==> config.mk <==
export PLATFORM = sky130hd
export DESIGN_NAME = sr_latch_sync
export DESIGN_NICKNAME = d
export VERILOG_FILES = /design/src/rtl/sr_latch_pkg.sv /design/src/rtl/sr_sync_cell.sv /design/src/rtl/sr_latch_sync.sv
export SDC_FILE = /design/constraint.sdc
export NUM_CORES = 1
export LEC_CHECK = 0
export ABC_AREA = 1
export CORE_MARGIN = 2
export CORE_UTILIZATION = 40
export CTS_CLUSTER_DIAMETER = 40
export DETAILED_ROUTE_END_ITERATION = 10
export DONT_BUFFER_PORTS = 1
export PLACE_DENSITY = 0.51
export SYNTH_ARGS = -nofsm -noshare
export SYNTH_HDL_FRONTEND = slang
export SYNTH_SLANG_ARGS = --single-unit
==> constraint.sdc <==
create_clock -name clk -period 3.5 [get_ports clk]
set_input_delay 0.7 -clock clk [delete_from_list [all_inputs] [get_ports clk]]
set_output_delay 0.7 -clock clk [all_outputs]
set_load 0.05 [all_outputs]
==> src/rtl/sr_latch_pkg.sv <==
// sr_latch_pkg
// Shared definitions for the clocked SR latch emulation:
//   - cmd_e      : decoded command for one channel, built as {s, r}
//   - STATE_RST  : value of the stored state bit while in reset
//   - SYNC_RST   : value loaded into every synchronizer flop in reset
//                  (1 = the inactive level of the active-low inputs)
//   - decode_cmd : maps one synchronized (s, r) pair to a command

package sr_latch_pkg;

    typedef enum logic [1:0] {
        CMD_FORBID = 2'b00,
        CMD_SET    = 2'b01,
        CMD_RESET  = 2'b10,
        CMD_HOLD   = 2'b11
    } cmd_e;

    localparam logic STATE_RST = 1'b0;
    localparam logic SYNC_RST  = 1'b1;

    // The encoding is chosen so that the raw {s, r} pair is already the command.
    function automatic cmd_e decode_cmd(input logic s, input logic r);
        return cmd_e'({s, r});
    endfunction

endpackage

==> src/rtl/sr_sync_cell.sv <==
// sr_sync_cell
// Single-bit synchronizer: a STAGES-deep flop chain that brings one
// asynchronous input into the clk domain.
// Ports:
//   clk    : sampling clock
//   rst_n  : asynchronous active-low reset, loads every flop with SYNC_RST
//   d      : asynchronous input bit
//   q      : synchronized output bit
// With STAGES = 0 the input is assumed to be synchronous already and is
// passed straight through.

module sr_sync_cell
    import sr_latch_pkg::*;
#(
    parameter int STAGES = 2
) (
    input  logic clk,
    input  logic rst_n,
    input  logic d,
    output logic q
);

    generate
        if (STAGES == 0) begin : g_bypass
            // Clock and reset are intentionally unused in the bypass case.
            logic unused_clk_rst;
            assign unused_clk_rst = clk ^ rst_n;
            assign q = d;
        end else begin : g_chain
            logic [STAGES-1:0] chain;

            // Bit 0 takes the raw input; each later bit takes its predecessor.
            always_ff @(posedge clk or negedge rst_n) begin
                if (!rst_n) begin
                    chain <= {STAGES{SYNC_RST}};
                end else begin
                    chain[0] <= d;
                    for (int i = 1; i < STAGES; i++) begin
                        chain[i] <= chain[i-1];
                    end
                end
            end

            assign q = chain[STAGES-1];
        end
    endgenerate

endmodule

==> src/rtl/sr_latch_sync.sv <==
// sr_latch_sync
// Clocked, multi-channel emulation of a NAND-style SR latch with active-low
// set/reset requests. Every channel stores one bit and drives registered,
// complementary outputs. The forbidden (s=0, r=0) combination is flagged per
// channel and collected into a sticky flag.
// Ports:
//   clk            : single clock, all updates on the rising edge
//   rst_n          : asynchronous active-low reset
//   r[WIDTH]       : active-low reset request per channel
//   s[WIDTH]       : active-low set request per channel
//   clr_illegal    : synchronous pulse that clears illegal_sticky
//   q[WIDTH]       : registered latch state
//   q_bar[WIDTH]   : registered complement (both high while forbidden)
//   illegal[WIDTH] : high while the synchronized inputs are both low
//   illegal_sticky : set by any illegal bit, held until cleared

module sr_latch_sync
    import sr_latch_pkg::*;
#(
    parameter int WIDTH       = 8,
    parameter int SYNC_STAGES = 2
) (
    input  logic             clk,
    input  logic             rst_n,
    input  logic [WIDTH-1:0] r,
    input  logic [WIDTH-1:0] s,
    input  logic             clr_illegal,
    output logic [WIDTH-1:0] q,
    output logic [WIDTH-1:0] q_bar,
    output logic [WIDTH-1:0] illegal,
    output logic             illegal_sticky
);

    logic [WIDTH-1:0] s_sync;
    logic [WIDTH-1:0] r_sync;
    cmd_e             cmd [WIDTH];

    logic [WIDTH-1:0] state;
    logic [WIDTH-1:0] state_nxt;
    logic [WIDTH-1:0] q_nxt;
    logic [WIDTH-1:0] q_bar_nxt;
    logic [WIDTH-1:0] illegal_nxt;

    // One synchronizer per input bit, then a per-channel decode.
    generate
        for (genvar i = 0; i < WIDTH; i++) begin : g_chan
            sr_sync_cell #(
                .STAGES(SYNC_STAGES)
            ) u_sync_s (
                .clk   (clk),
                .rst_n (rst_n),
                .d     (s[i]),
                .q     (s_sync[i])
            );

            sr_sync_cell #(
                .STAGES(SYNC_STAGES)
            ) u_sync_r (
                .clk   (clk),
                .rst_n (rst_n),
                .d     (r[i]),
                .q     (r_sync[i])
            );

            assign cmd[i] = decode_cmd(s_sync[i], r_sync[i]);
        end
    endgenerate

    // FORBIDDEN drives both outputs high but leaves the stored bit alone, so a
    // later HOLD falls back to the pre-forbidden value.
    always_comb begin
        state_nxt   = state;
        q_nxt       = state;
        q_bar_nxt   = ~state;
        illegal_nxt = '0;
        for (int i = 0; i < WIDTH; i++) begin
            case (cmd[i])
                CMD_SET: begin
                    state_nxt[i] = 1'b1;
                    q_nxt[i]     = 1'b1;
                    q_bar_nxt[i] = 1'b0;
                end
                CMD_RESET: begin
                    state_nxt[i] = 1'b0;
                    q_nxt[i]     = 1'b0;
                    q_bar_nxt[i] = 1'b1;
                end
                CMD_FORBID: begin
                    q_nxt[i]       = 1'b1;
                    q_bar_nxt[i]   = 1'b1;
                    illegal_nxt[i] = 1'b1;
                end
                default: begin
                end
            endcase
        end
    end

    always_ff @(posedge clk or negedge rst_n) begin
        if (!rst_n) begin
            state   <= {WIDTH{STATE_RST}};
            q       <= {WIDTH{STATE_RST}};
            q_bar   <= {WIDTH{~STATE_RST}};
            illegal <= '0;
        end else begin
            state   <= state_nxt;
            q       <= q_nxt;
            q_bar   <= q_bar_nxt;
            illegal <= illegal_nxt;
        end
    end

    // Sticky flag follows the registered illegal bits; a new forbidden
    // condition wins over a coincident clear.
    always_ff @(posedge clk or negedge rst_n) begin
        if (!rst_n) begin
            illegal_sticky <= 1'b0;
        end else if (|illegal) begin
            illegal_sticky <= 1'b1;
        end else if (clr_illegal) begin
            illegal_sticky <= 1'b0;
        end
    end

endmodule

==> results.json, run 1 <==
{
  "period_needed_ns": 1.724,
  "drc_errors": 0,
  "drive_gt1_share_pct": 30.05,
  "synth_nets": 238,
  "ctsResizeCount": 0,
  "critPathKind": "reg -> out",
  "synth_seq_cells": 65,
  "netlist_instances": 187,
  "synth_area_leaders": "dfstp_2 (43%), dfrtp_1 (25%), ha_1 (16%)",
  "wire_per_inst_um": 12.83,
  "maxCapViolCount": 0,
  "ys_seq_area_share_pct": 68.12,
  "io_pins": 44,
  "fin_setup_tns_ns": 0,
  "diodes": 0,
  "final_cell_mix": "dfstp_2 (40), ha_1 (32), dfrtp_1 (25)",
  "clk_latency_ns": 0.34,
  "floorplan.rows": 28,
  "worst_pin_slew_ns": 0.4930,
  "fmax_mhz": 579.9,
  "vias": 1274,
  "cp_max_fo": 1,
  "slew_headroom_pct": 67.13,
  "setup_viol": 0,
  "first_iter_violations": 78,
  "fin_ws_ns": 1.776,
  "synthToLayoutAreaGrowth_pct": 10.57,
  "layout_commonest_cell": "dfstp_2",
  "netlist_area_mm2": 0.002461,
  "skew_ns": 0.005292,
  "grt_pass1_vias": 1320,
  "syn_avg_cell_area_um2": 13.16,
  "totalWireLength_mm": 3.566,
  "dr.pass1.iters": 5,
  "path_clk_slew_ns": 0.07,
  "dp_slack_ns": 2.135,
  "crit_path_end_kind": "primary output",
  "antenna_found_initial": 0,
  "gp_congestion": 0.7099,
  "coreArea_mm2": 0.005921,
  "leakage_uw": 0.001285,
  "drtAntennaViolNets": 0,
  "vdd.ir_drop.worst_mv": 0.2556,
  "numPortBuffers": 0,
  "rsz0062_at_grt": "false",
  "fillers": 564,
  "period_share_pct": 49.27,
  "hold_viol_final": 0,
  "worst_hold_slack_ns": 0.05352,
  "yosysWarningCount": 0,
  "cp.required_ns": 2.80,
  "yosys.cell_types.count": 13,
  "hold_buffers": 0,
  "startpoint_type": "flip-flop",
  "final_max_slew_viol_count": 0,
  "grt_overflow_total": 0,
  "final_nets": 249,
  "die_area_mm2": 0.006796,
  "hpwl_mm": 2.450,
  "die_h_um": 82.44,
  "yosys.area.top_type_share_pct": 42.70,
  "hp-class": "in -> async",
  "grt_max_degree": 66,
  "cts.htree.levels": 3,
  "die_width_um": 82.44,
  "grt_pass1_wl_mm": 5.768,
  "cts_num_sinks": 65,
  "cts_tree": "yes",
  "status": "completed",
  "totalPowerFinal_uw": 1569,
  "numCtsBuffers": 9,
  "crit_arrival_ns": 1.02,
  "grt_usage_pct": 12.23,
  "dpl_cell_area_mm2": 0.002555,
  "clockBufferDepth": 2,
  "stdcell_area_mm2": 0.002721,
  "yosysTopAreaCell": "dfstp_2",
  "powerDensity_mw_per_mm2": 576.7,
  "vias_per_cell": 4.583,
  "start_util_pct": 41.57,
  "cts_setup_buffers": 0,
  "cts-root-buf": "clkbuf_8"
}
-- routing by layer --
layer | wire [um] | track usage (%)
met1 | 1296 | 11.88
met2 | 1970 | 20.81
met3 | 204 | 4.565
met4 | 95 | 9.500
met5 | 0 | 0
-- registers in the layout, indices dropped and copies added (netlist names) --
name                           count
state                              8
g_chan.u_sync_r.g_chain.chain     16
illegal_sticky                     1
q_bar                              8
g_chan.u_sync_s.g_chain.chain     16
q                                  8
illegal                            8
-- synthesized netlist by cell type --
cell	count
a21oi_1	8
and2_0	1
dfrtp_1	25
dfstp_2	40
ha_1	32
inv_1	20
inv_2	5
nand2_1	15
nor2_1	17
nor2_2	3
nor3_1	3
o21ai_0	7
o21ai_1	11
-- cell type report --
class                      count  area [um^2]  area share (%)
inverter                      25        93.84           3.448
clock buffer                  13        148.9           5.471
sequential                    65         1677           61.61
multi-input combinational     97        690.7           25.38
tap                           75        93.84           3.448
clock inverter                 3        17.52          0.6437
-- final timing paths --
path / startpoint / to / slack (ns) / depth (start not counted)
min reg2reg: g_chan[6].u_sync_r.g_chain.chain[0]$_DFF_PN1_ / g_chan[6].u_sync_r.g_chain.chain[1]$_DFF_PN1_ / 0.35 / 0
max reg2reg: g_chan[7].u_sync_s.g_chain.chain[1]$_DFF_PN1_ / q[7]$_DFF_PN0_ / 2.29 / 4
min in group clk: g_chan[6].u_sync_r.g_chain.chain[0]$_DFF_PN1_ / g_chan[6].u_sync_r.g_chain.chain[1]$_DFF_PN1_ / 0.35 / 0
max: q_bar[4]$_DFF_PN1_ / q_bar[4] / 1.78 / 0
max in group asynchronous: rst_n / g_chan[6].u_sync_s.g_chain.chain[0]$_DFF_PN1_ / 3.25 / 0
min: rst_n / q[1]$_DFF_PN0_ / 0.05 / 0
-- cells by family after synthesis --
kind of cell	after synthesis	synth area share, %
AO/OA/AOI/OAI	26	5.287
AND/OR/NAND/NOR	39	6.507
flip-flops	65	68.12
buffers and inverters	25	3.813
adder cells (fa/ha/maj)	32	16.27
-- power breakdown --
group          internal [uW]  switching, uW
Sequential               830            123
Combinational           31.1           41.4
Clock                    275            270
-- worst register-to-register path: cells and delay by family, from the launching register on --
kind	cells	cell delay, ns
fa+ha+maj	1	0.23
simple gates	1	0.08
compound gates	1	0.18
flops	1	0.55
buf+inv	1	0.06
-- through the flow --
stage               utilization (%)  cells
global route                  45.96    278
CTS                           45.96    278
detailed placement            43.15    262
global placement              43.15    262
floorplan                         -    187
finish                        45.96    278
Note: power is estimated with default switching activity, not from simulation.
==> run 2: changes to the inputs <==
==> constraint.sdc (replaced) <==
create_clock -name clk -period 1.7 [get_ports clk]
set_input_delay 0.34 -clock clk [delete_from_list [all_inputs] [get_ports clk]]
set_output_delay 0.34 -clock clk [all_outputs]
set_load 0.05 [all_outputs]
==> run 2 against run 1 <==
Net effect: the flow now finishes with violations (negative hold slack); clock skew about the same; worst hold slack worse by 0.35 ns; sequential power up 110%; clock power up 130%; final cell count up 5.8%; non-clock buffer count up 16; wire length up 3.0%; first-iteration DRC count down 41%; largest power group unchanged.
==> results.json, run 2 (synthesis gave the netlist of run 1 again) <==
{
  "drc_errors": 0,
  "pwr-share-clk_pct": 36.9,
  "dp_cells": 262,
  "final_max_slew_viol_count": 0,
  "diodes": 0,
  "swShare_pct": 25.94,
  "grt_max_degree": 66,
  "path_clk_slew_ns": 0.07,
  "hold_buffers": 16,
  "skew_ns": 0.005042,
  "p_int_uw": 2512,
  "status": "complete, but fails checks",
  "endpoint": "q_bar[1]",
  "multiInputGateArea_um2": 690.7,
  "drtAntennaViolNets": 0,
  "ctsResizeCount": 0,
  "clk_latency_ns": 0.33,
  "rsz0062_at_grt": "false",
  "grt_pass1_vias": 1381,
  "crit_arrival_ns": 1.02,
  "cts_num_sinks": 65,
  "cp_max_fo": 1,
  "cts_setup_buffers": 0,
  "maxCapViolCount": 0,
  "first_iter_violations": 46,
  "fin_cells": 294,
  "cts-root-buf": "clkbuf_8",
  "layout_commonest_cell": "dfstp_2",
  "totalWireLength_mm": 3.673,
  "grt_overflow_total": 0,
  "leakage_uw": 0.001366,
  "violations": "negative hold slack",
  "critPathKind": "reg -> out",
  "reg2reg_depth": 4,
  "start_util_pct": 41.57,
  "dr.pass1.iters": 3,
  "wire_per_inst_um": 12.49,
  "synthToLayoutAreaGrowth_pct": 18.00,
  "numPortBuffers": 0,
  "period_needed_ns": 1.359,
  "vias": 1326,
  "worst_pin_slew_ns": 0.5244,
  "combPwrFrac_pct": 5.3,
  "p_switching_uw": 879.6,
  "fillers": 537,
  "period_share_pct": 79.92,
  "worst_hold_slack_ns": -0.3014,
  "ff_latch_area_mm2": 0.001677,
  "power_frac_seq_pct": 57.8,
  "final_cell_mix": "dfstp_2 (40), ha_1 (32), dfrtp_1 (25)",
  "grt_pass1_wl_mm": 5.975,
  "largest_registers": "g_chan.u_sync_r.g_chain.chain: 16 flops, g_chan.u_sync_s.g_chain.chain: 16 flops",
  "worstReg2RegStart": "g_chan[1].u_sync_s.g_chain.chain[1]$_DFF_PN1_",
  "slew_headroom_pct": 65.04,
  "cts.htree.levels": 3,
  "die_width_um": 82.44,
  "final_nets": 265,
  "cp.required_ns": 1.36,
  "fin_setup_tns_ns": 0,
  "vias_per_cell": 4.510,
  "coreArea_mm2": 0.005921,
  "worst-path-stages": 0,
  "fmax_mhz": 736.1,
  "setup_viol": 0,
  "die_area_mm2": 0.006796,
  "numCtsBuffers": 9,
  "startpoint_type": "flip-flop",
  "floorplan.rows": 28,
  "vdd.ir_drop.worst_mv": 0.5753,
  "startpoint": "q_bar[1]$_DFF_PN1_",
  "drive_gt1_share_pct": 27.85,
  "rr_endpoint": "q[1]$_DFF_PN0_",
  "hpwl_mm": 2.583,
  "hp-class": "in -> async",
  "hold_viol_final": 65,
  "crit_path_end_kind": "primary output",
  "reg2reg_slack_ns": 0.47,
  "antenna_found_initial": 0,
  "gp_congestion": 0.7270,
  "powerDensity_mw_per_mm2": 1168,
  "clockBufferDepth": 2,
  "cts_tree": "yes",
  "die_h_um": 82.44,
  "io_pins": 44,
  "grt_usage_pct": 12.60
}
-- run 2: changes by cell type in the layout (fill, tap and decap cells not counted), sizes merged --
cell,delta
bufinv,+1
dlygate4sd3,+16
clkinvlp,-1
-- run 2: layer usage --
metal / track usage, % / share of wire, % / wire, um
met2: 22.50 / 59 / 2172
met1: 11.73 / 33 / 1216
met5: 0 / 0 / 0
met4: 7.500 / 2.5 / 93
met3: 5.543 / 5.2 / 190
-- run 2: final cells by class --
| cell class | instances | share of cell area [%] |
|---|---|---|
| Multi-Input combinational cell | 97 | 23.78 |
| Timing Repair Buffer | 16 | 5.515 |
| Tap cell | 75 | 3.231 |
| Clock buffer | 13 | 5.127 |
| Inverter | 25 | 3.231 |
| Sequential cell | 65 | 57.73 |
| Clock inverter | 3 | 1.379 |
-- run 2: stage by stage --
step / cell area [um^2] / total power [uW] / utilization [%] / setup WS [ns]
5_1_grt: 2904 / 3565 / 49.05 / 0.2951
3_3_place_gp: 2555 / 2121 / 43.15 / 0.5470
2_1_floorplan: 2461 / 2091 / - / 0.5991
3_5_place_dp: 2555 / 2144 / 43.15 / 0.4518
6_report: 2904 / 3391 / 49.05 / 0.3414
4_1_cts: 2904 / 3450 / 49.05 / 0.3121
-- run 2: how the worst min path moves through the flow --
stage                                      end  slack [ns]  depth (start not counted)
after floorplan           illegal[0]$_DFF_PN0_        0.04                          0
after global placement    illegal[0]$_DFF_PN0_        0.05                          0
after detailed placement        q[0]$_DFF_PN0_        0.05                          0
after CTS                       q[0]$_DFF_PN0_       -0.33                          0
after global routing            q[0]$_DFF_PN0_       -0.34                          0
final                           q[0]$_DFF_PN0_       -0.30                          0
-- run 2: power groups by stage --
stage	combinational [uW]	sequential, uW	clock, uW
after floorplan	122	1970	0
after CTS	184	1960	1300
after global routing	214	1980	1370
final	180	1960	1250
after detailed placement	153	1990	0
after global placement	137	1980	0
